===== src/rtl/weighted_round_robin_arbiter_if.sv =====
// Request/weight/accept and grant bundle for the weighted round-robin arbiter.
// The lock signal exists only when WEIGHTED_ROUND_ROBIN_ARBITER_LOCK_EN is defined.
interface weighted_round_robin_arbiter_if #(
  parameter int SIZE         = 4,
  parameter int WEIGHT_WIDTH = 4
);
  localparam int IDX_W = $clog2(SIZE);

  logic [SIZE-1:0]              requests;
  logic [SIZE*WEIGHT_WIDTH-1:0] weights;
  logic                         grant_accept;
`ifdef WEIGHTED_ROUND_ROBIN_ARBITER_LOCK_EN
  logic                         lock;
`endif
  logic [SIZE-1:0]              grant;
  logic [IDX_W-1:0]             grant_index;

  modport master (
    output requests, weights, grant_accept,
`ifdef WEIGHTED_ROUND_ROBIN_ARBITER_LOCK_EN
    output lock,
`endif
    input  grant, grant_index
  );

  modport slave (
    input  requests, weights, grant_accept,
`ifdef WEIGHTED_ROUND_ROBIN_ARBITER_LOCK_EN
    input  lock,
`endif
    output grant, grant_index
  );
endinterface


===== src/rtl/weighted_round_robin_arbiter.sv =====
// Weighted round-robin arbiter (optional packet lock: WEIGHTED_ROUND_ROBIN_ARBITER_LOCK_EN).
// Grant is combinational (0 latency); a grant holds until grant_accept, weight counts accepts.
module weighted_round_robin_arbiter #(
  parameter int SIZE         = 4,
  parameter int WEIGHT_WIDTH = 4
) (
  input logic clock,
  input logic resetn,
  weighted_round_robin_arbiter_if.slave bus
);
  localparam int IDX_W = $clog2(SIZE);

  typedef enum logic {ARBITRATE, HOLD} state_e;

  state_e                  state_q, state_d;
  logic [IDX_W-1:0]        ptr_q, ptr_d;
  logic [IDX_W-1:0]        owner_q, owner_d;
  logic [WEIGHT_WIDTH-1:0] credit_q, credit_d;

  logic                    found;
  logic [IDX_W-1:0]        sel;
  logic [IDX_W:0]          cand;
  logic [WEIGHT_WIDTH-1:0] w_field;
  logic [WEIGHT_WIDTH-1:0] eff_w;
  logic                    lock_in;
  logic [SIZE-1:0]         grant_raw;
  logic [IDX_W-1:0]        index_raw;

  function automatic logic [IDX_W-1:0] wrap_inc(input logic [IDX_W-1:0] i);
    if (int'(i) == SIZE - 1) return '0;
    else return i + 1'b1;
  endfunction

`ifdef WEIGHTED_ROUND_ROBIN_ARBITER_LOCK_EN
  assign lock_in = bus.lock;
`else
  assign lock_in = 1'b0;
`endif

  // First asserted request at or after the pointer, wrapping modulo SIZE.
  always_comb begin
    found = 1'b0;
    sel   = '0;
    cand  = '0;
    for (int k = 0; k < SIZE; k++) begin
      cand = {1'b0, ptr_q} + (IDX_W+1)'(k);
      if (cand >= (IDX_W+1)'(SIZE)) cand = cand - (IDX_W+1)'(SIZE);
      if (!found && bus.requests[cand[IDX_W-1:0]]) begin
        found = 1'b1;
        sel   = cand[IDX_W-1:0];
      end
    end
  end

  assign w_field = bus.weights[int'(sel)*WEIGHT_WIDTH +: WEIGHT_WIDTH];
  assign eff_w   = (w_field == '0) ? WEIGHT_WIDTH'(1) : w_field;

  always_comb begin
    state_d   = state_q;
    ptr_d     = ptr_q;
    owner_d   = owner_q;
    credit_d  = credit_q;
    grant_raw = '0;
    index_raw = '0;
    case (state_q)
      ARBITRATE: begin
        if (found) begin
          grant_raw[sel] = 1'b1;
          index_raw      = sel;
          if (bus.grant_accept) begin
            if (lock_in) begin
              // A locked accept does not consume credit; the full weight remains.
              state_d  = HOLD;
              owner_d  = sel;
              credit_d = eff_w;
            end else if (eff_w == WEIGHT_WIDTH'(1)) begin
              ptr_d = wrap_inc(sel);
            end else begin
              state_d  = HOLD;
              owner_d  = sel;
              credit_d = eff_w - 1'b1;
            end
          end
        end
      end
      HOLD: begin
        if (bus.requests[owner_q]) begin
          grant_raw[owner_q] = 1'b1;
          index_raw          = owner_q;
          if (bus.grant_accept && !lock_in) begin
            if (credit_q == WEIGHT_WIDTH'(1)) begin
              state_d = ARBITRATE;
              ptr_d   = wrap_inc(owner_q);
            end else begin
              credit_d = credit_q - 1'b1;
            end
          end
        end else begin
          state_d = ARBITRATE;
          ptr_d   = wrap_inc(owner_q);
        end
      end
      default: state_d = ARBITRATE;
    endcase
  end

  always_ff @(posedge clock) begin
    if (!resetn) begin
      state_q  <= ARBITRATE;
      ptr_q    <= '0;
      owner_q  <= '0;
      credit_q <= '0;
    end else begin
      state_q  <= state_d;
      ptr_q    <= ptr_d;
      owner_q  <= owner_d;
      credit_q <= credit_d;
    end
  end

  assign bus.grant       = resetn ? grant_raw : '0;
  assign bus.grant_index = resetn ? index_raw : '0;

endmodule

===== src/flat_wrapper.sv =====
// flat-port wrapper written by rule: the top's interface ports become plain ports
module weighted_round_robin_arbiter_flat 
#(
  parameter int SIZE         = 4,
  parameter int WEIGHT_WIDTH = 4
)
  (clock, resetn, bus_requests, bus_weights, bus_grant_accept, bus_grant, bus_grant_index);
  weighted_round_robin_arbiter_if #(.SIZE(SIZE), .WEIGHT_WIDTH(WEIGHT_WIDTH)) bus_i ();
  input logic clock;
  input logic resetn;
  input wire logic [$bits(bus_i.requests)-1:0] bus_requests;
  input wire logic [$bits(bus_i.weights)-1:0] bus_weights;
  input wire logic [$bits(bus_i.grant_accept)-1:0] bus_grant_accept;
  output wire logic [$bits(bus_i.grant)-1:0] bus_grant;
  output wire logic [$bits(bus_i.grant_index)-1:0] bus_grant_index;
  assign bus_i.requests = bus_requests;
  assign bus_i.weights = bus_weights;
  assign bus_i.grant_accept = bus_grant_accept;
  assign bus_grant = bus_i.grant;
  assign bus_grant_index = bus_i.grant_index;
  weighted_round_robin_arbiter #(.SIZE(SIZE), .WEIGHT_WIDTH(WEIGHT_WIDTH)) u_core (.clock(clock), .resetn(resetn), .bus(bus_i));
endmodule

===== config.mk =====
export PLATFORM = sky130hd
export DESIGN_NAME = weighted_round_robin_arbiter_flat
export DESIGN_NICKNAME = d
export VERILOG_FILES = /design/src/rtl/weighted_round_robin_arbiter_if.sv /design/src/rtl/weighted_round_robin_arbiter.sv /design/src/flat_wrapper.sv
export SDC_FILE = /design/constraint.sdc
export NUM_CORES = 1
export LEC_CHECK = 0
export BUFFER_PORTS_ARGS = -buffer_cell sky130_fd_sc_hd__buf_2
export CAP_MARGIN = 15
export CORE_ASPECT_RATIO = 1.4
export CORE_UTILIZATION = 57
export DETAILED_ROUTE_END_ITERATION = 10
export PLACE_DENSITY = 0.85
export SYNTH_ARGS = -nofsm -noshare
export SYNTH_HDL_FRONTEND = slang
export SYNTH_SLANG_ARGS = --single-unit

===== constraint.sdc =====
create_clock -name clock -period 4.72 [get_ports clock]
set_input_delay 0.236 -clock clock [delete_from_list [all_inputs] [get_ports clock]]
set_output_delay 0.236 -clock clock [all_outputs]
set_load 0.01 [all_outputs]

==> run_results.csv <==
group,metric,value,unit
detailed_routing,wl_per_cell,13.5,µm
finish,diodes,0,
outcome,run_status,"completed",
sta,hold_slack,0.255,ns
finish,drive_above_1_share,27.7,%
finish,post-route-util,69.1,%
flow_run,maxCapViolCount,0,
floorplan,num_rows,19,
finish,fin_nets,213,
grt,grt.busiest_layer,"met2",
grt,overflow,0,
grt,grt_max_degree,29,
sta,period_share,63.4,%
worst_setup_path,max_stage_delay,0.39,ns
synthesis,postSynthCellCount,149,
power,ir_worst_vdd,0.193,mV
worst_setup_path,worstReg2RegEnd,"u_core.credit_q[1]$_SDFFE_PN0P_",
floorplan,die_w,40.4,µm
synthesis,netlist-cell-type-count,49,
floorplan,ios,29,
clocking,hold_buffers,0,
detailed_routing,routed_via_density,5.90,
synthesis,ys.flop_type,"dfxtp_1",
grt,use_met3,3.60,%
finish,mostFrequentLayoutCells,"buf_2 (28), nor2_1 (16), nand2_1 (14), mux2i_1 (14), ha_1 (12)",
clocking,cts_resized,0,
clocking,cts_root_buffer,"clkbuf_4",
clocking,cts_tree,"yes",
floorplan,dieHeight,55.8,µm
worst_setup_path,regToRegStartpoint,"u_core.ptr_q[0]$_SDFFE_PN0P_",
worst_setup_path,setup.worst_path.start,"u_core.ptr_q[0]$_SDFFE_PN0P_",
sta,tns,0,ns
sta,timing.final.crit_period,2.99,ns
worst_setup_path,worstPathRequired,4.87,ns
worst_setup_path,crit_path_top_delay_cell,"a211o_1",
grt,antenna_found_initial,0,
worst_setup_path,cp_top_family,"compound AO/OA/AOI/OAI gates",
grt,grt_pass1_vias,1068,
finish,syn_to_final_growth,14.5,%
clocking,cts_buffers,3,
detailed_routing,route.vias.total,1169,
synthesis,synth.net_count,184,
min_path,min_to,"u_core.credit_q[3]$_SDFFE_PN0P_",
worst_setup_path,rr_worst_depth,13,
clocking,max-clock-path-buffers,2,
place,post_dp_cell_area,1320,µm²
min_path,hp-start,"resetn",
detailed_routing,drc,0,
worst_setup_path,crit_buf_inv,2,
worst_setup_path,cp_cell_sequence,"nand2b_1 > a21oi_1 > a211o_1 > clkinv_8 > mux2_4 > a32oi_1 > inv_1 > ha_1 > nand4_1 > a22oi_4 > o21ai_2 > mux2i_1 > nor2_1",
clocking,cts_setup_buffers,0,
synthesis,synth_area,1180,µm²
min_path,holdPathStages,2,
grt,grtUsageMet1,29.2,%
sta,tightest_slew,0.952,ns
sta,skew,0.00205,ns
finish,final_common_cell,"buf_2",
sta,rsz0062_at_grt,"no",
floorplan,core-area,1950,µm²
detailed_routing,drtPass1Iterations,4,
place,dp_hpwl,2.16,mm
finish,post-route-cell-area,1350,µm²
clocking,clk_pin_slew,0.06,ns
grt,grt_usage,26.8,%
detailed_routing,wl,2.68,mm
sta,hold_violations,0,
clocking,clock_latency,0.26,ns
power,p_leak,0.620,nW
synthesis,ys_ff_latch,9,
clocking,clock_sinks,9,
worst_setup_path,crit_type,"register to register",
synthesis,synthArstFlopShare,0,%
worst_setup_path,cp.depth,13,
place,port_buffers,28,
detailed_routing,ant_nets,0,
worst_setup_path,crit_arrival,3.14,ns
grt,gr-usage-met2,45.8,%
clocking,cts.htree.levels,1,
detailed_routing,drtIter0Drc,44,
synthesis,synth_edf_count,0,
sta,fmax,334,MHz
synthesis,yosysWarnings,0,
grt,grt_pass1_wl,4.33,mm
worst_setup_path,worstPathMaxFanout,9,
worst_setup_path,end_kind,"register",
place,routabilityCongestion,0.883,
sta,report.final.slew_viol_count,0,
floorplan,die_area,2250,µm²
min_path,hold_path.class,"input port to register",
power,power_density,257,nW/µm²
worst_setup_path,r2r_slack,1.73,ns
worst_setup_path,cp-start-kind,"register",
synthesis,synth.avg_cell_area,7.90,µm²
floorplan,start_util,60.4,%
sta,setup_viol_count_final,0,
synthesis,ys_seq_area_share,15.3,%
sta,slew_headroom,36.4,%
logic make-up after synthesis:
group	count (synthesis)	share of synthesized area [%]
simple gates	59	27.1
buf+inv	15	6.91
fa+ha+maj	12	12.8
xor+xnor	1	0.744
mux	18	16.0
flops	9	15.3
compound gates	35	21.1
sequential cells by signal, indices dropped and copies added (netlist names):
| signal | count |
|---|---|
| u_core.ptr_q | 2 |
| u_core.owner_q | 2 |
| u_core.credit_q | 4 |
| u_core.state_q | 1 |
routing by layer:
| metal | vias up | part of all wire, % | wire length (µm) |
|---|---|---|---|
| li1 | 590 | - | - |
| met1 | 530 | 40 | 1080 |
| met2 | 40 | 52 | 1400 |
| met3 | 9 | 4.9 | 132 |
| met4 | 0 | 2.4 | 65 |
| met5 | - | 0 | 0 |
cell type report:
class                      instances  area (µm²)
inverter                          11        58.8
timing repair buffer              28         140
fill                             166         602
multi-input combinational        125         916
tap                               21        26.3
sequential                         9         180
clock buffer                       4        26.3
where the power goes:
part / leakage (nW) / total [mW] / internal [mW] / switching (mW)
combinational: 0.531 / 0.183 / 0.0830 / 0.0998
clock: 0.0150 / 0.0589 / 0.0325 / 0.0263
sequential: 0.0737 / 0.105 / 0.0866 / 0.0186
synthesized netlist by cell type (2+ instances only):
library cell	instances	area, µm²
inv_1	8	30.0
a21oi_1	6	30.0
o21ai_0	8	40.0
nand3_1	8	40.0
nand3b_1	2	15.0
nand2b_1	5	31.3
o21ai_1	2	10.0
ha_1	12	150
dfxtp_1	9	180
mux2_2	3	33.8
o22ai_1	2	12.5
nor2_1	16	60.1
nor3_1	2	10.0
mux2i_1	14	140
nand2_1	14	52.6
a21boi_1	2	15.0
nor3b_1	2	15.0
clkbuf_1	2	7.51
a31oi_1	2	12.5
per-stage QoR:
| stage | total power [mW] | worst slack [ns] | std cells |
|---|---|---|---|
| global route | 0.378 | 1.46 | 198 |
| global placement | 0.283 | 1.78 | 194 |
| detailed placement | 0.287 | 1.70 | 194 |
| CTS | 0.350 | 1.72 | 198 |
| floorplan | 0.246 | 2.05 | 149 |
| finish | 0.347 | 1.73 | 198 |
how the worst max path moves through the flow:
stage,to,slack (ns)
after floorplan,u_core.credit_q[1]$_SDFFE_PN0P_,2.05
after global placement,u_core.credit_q[1]$_SDFFE_PN0P_,1.78
after detailed placement,u_core.credit_q[1]$_SDFFE_PN0P_,1.70
after CTS,u_core.credit_q[0]$_SDFFE_PN0P_,1.72
after global routing,u_core.credit_q[1]$_SDFFE_PN0P_,1.46
final,u_core.credit_q[1]$_SDFFE_PN0P_,1.73
Power figures use the tool's default switching activity.
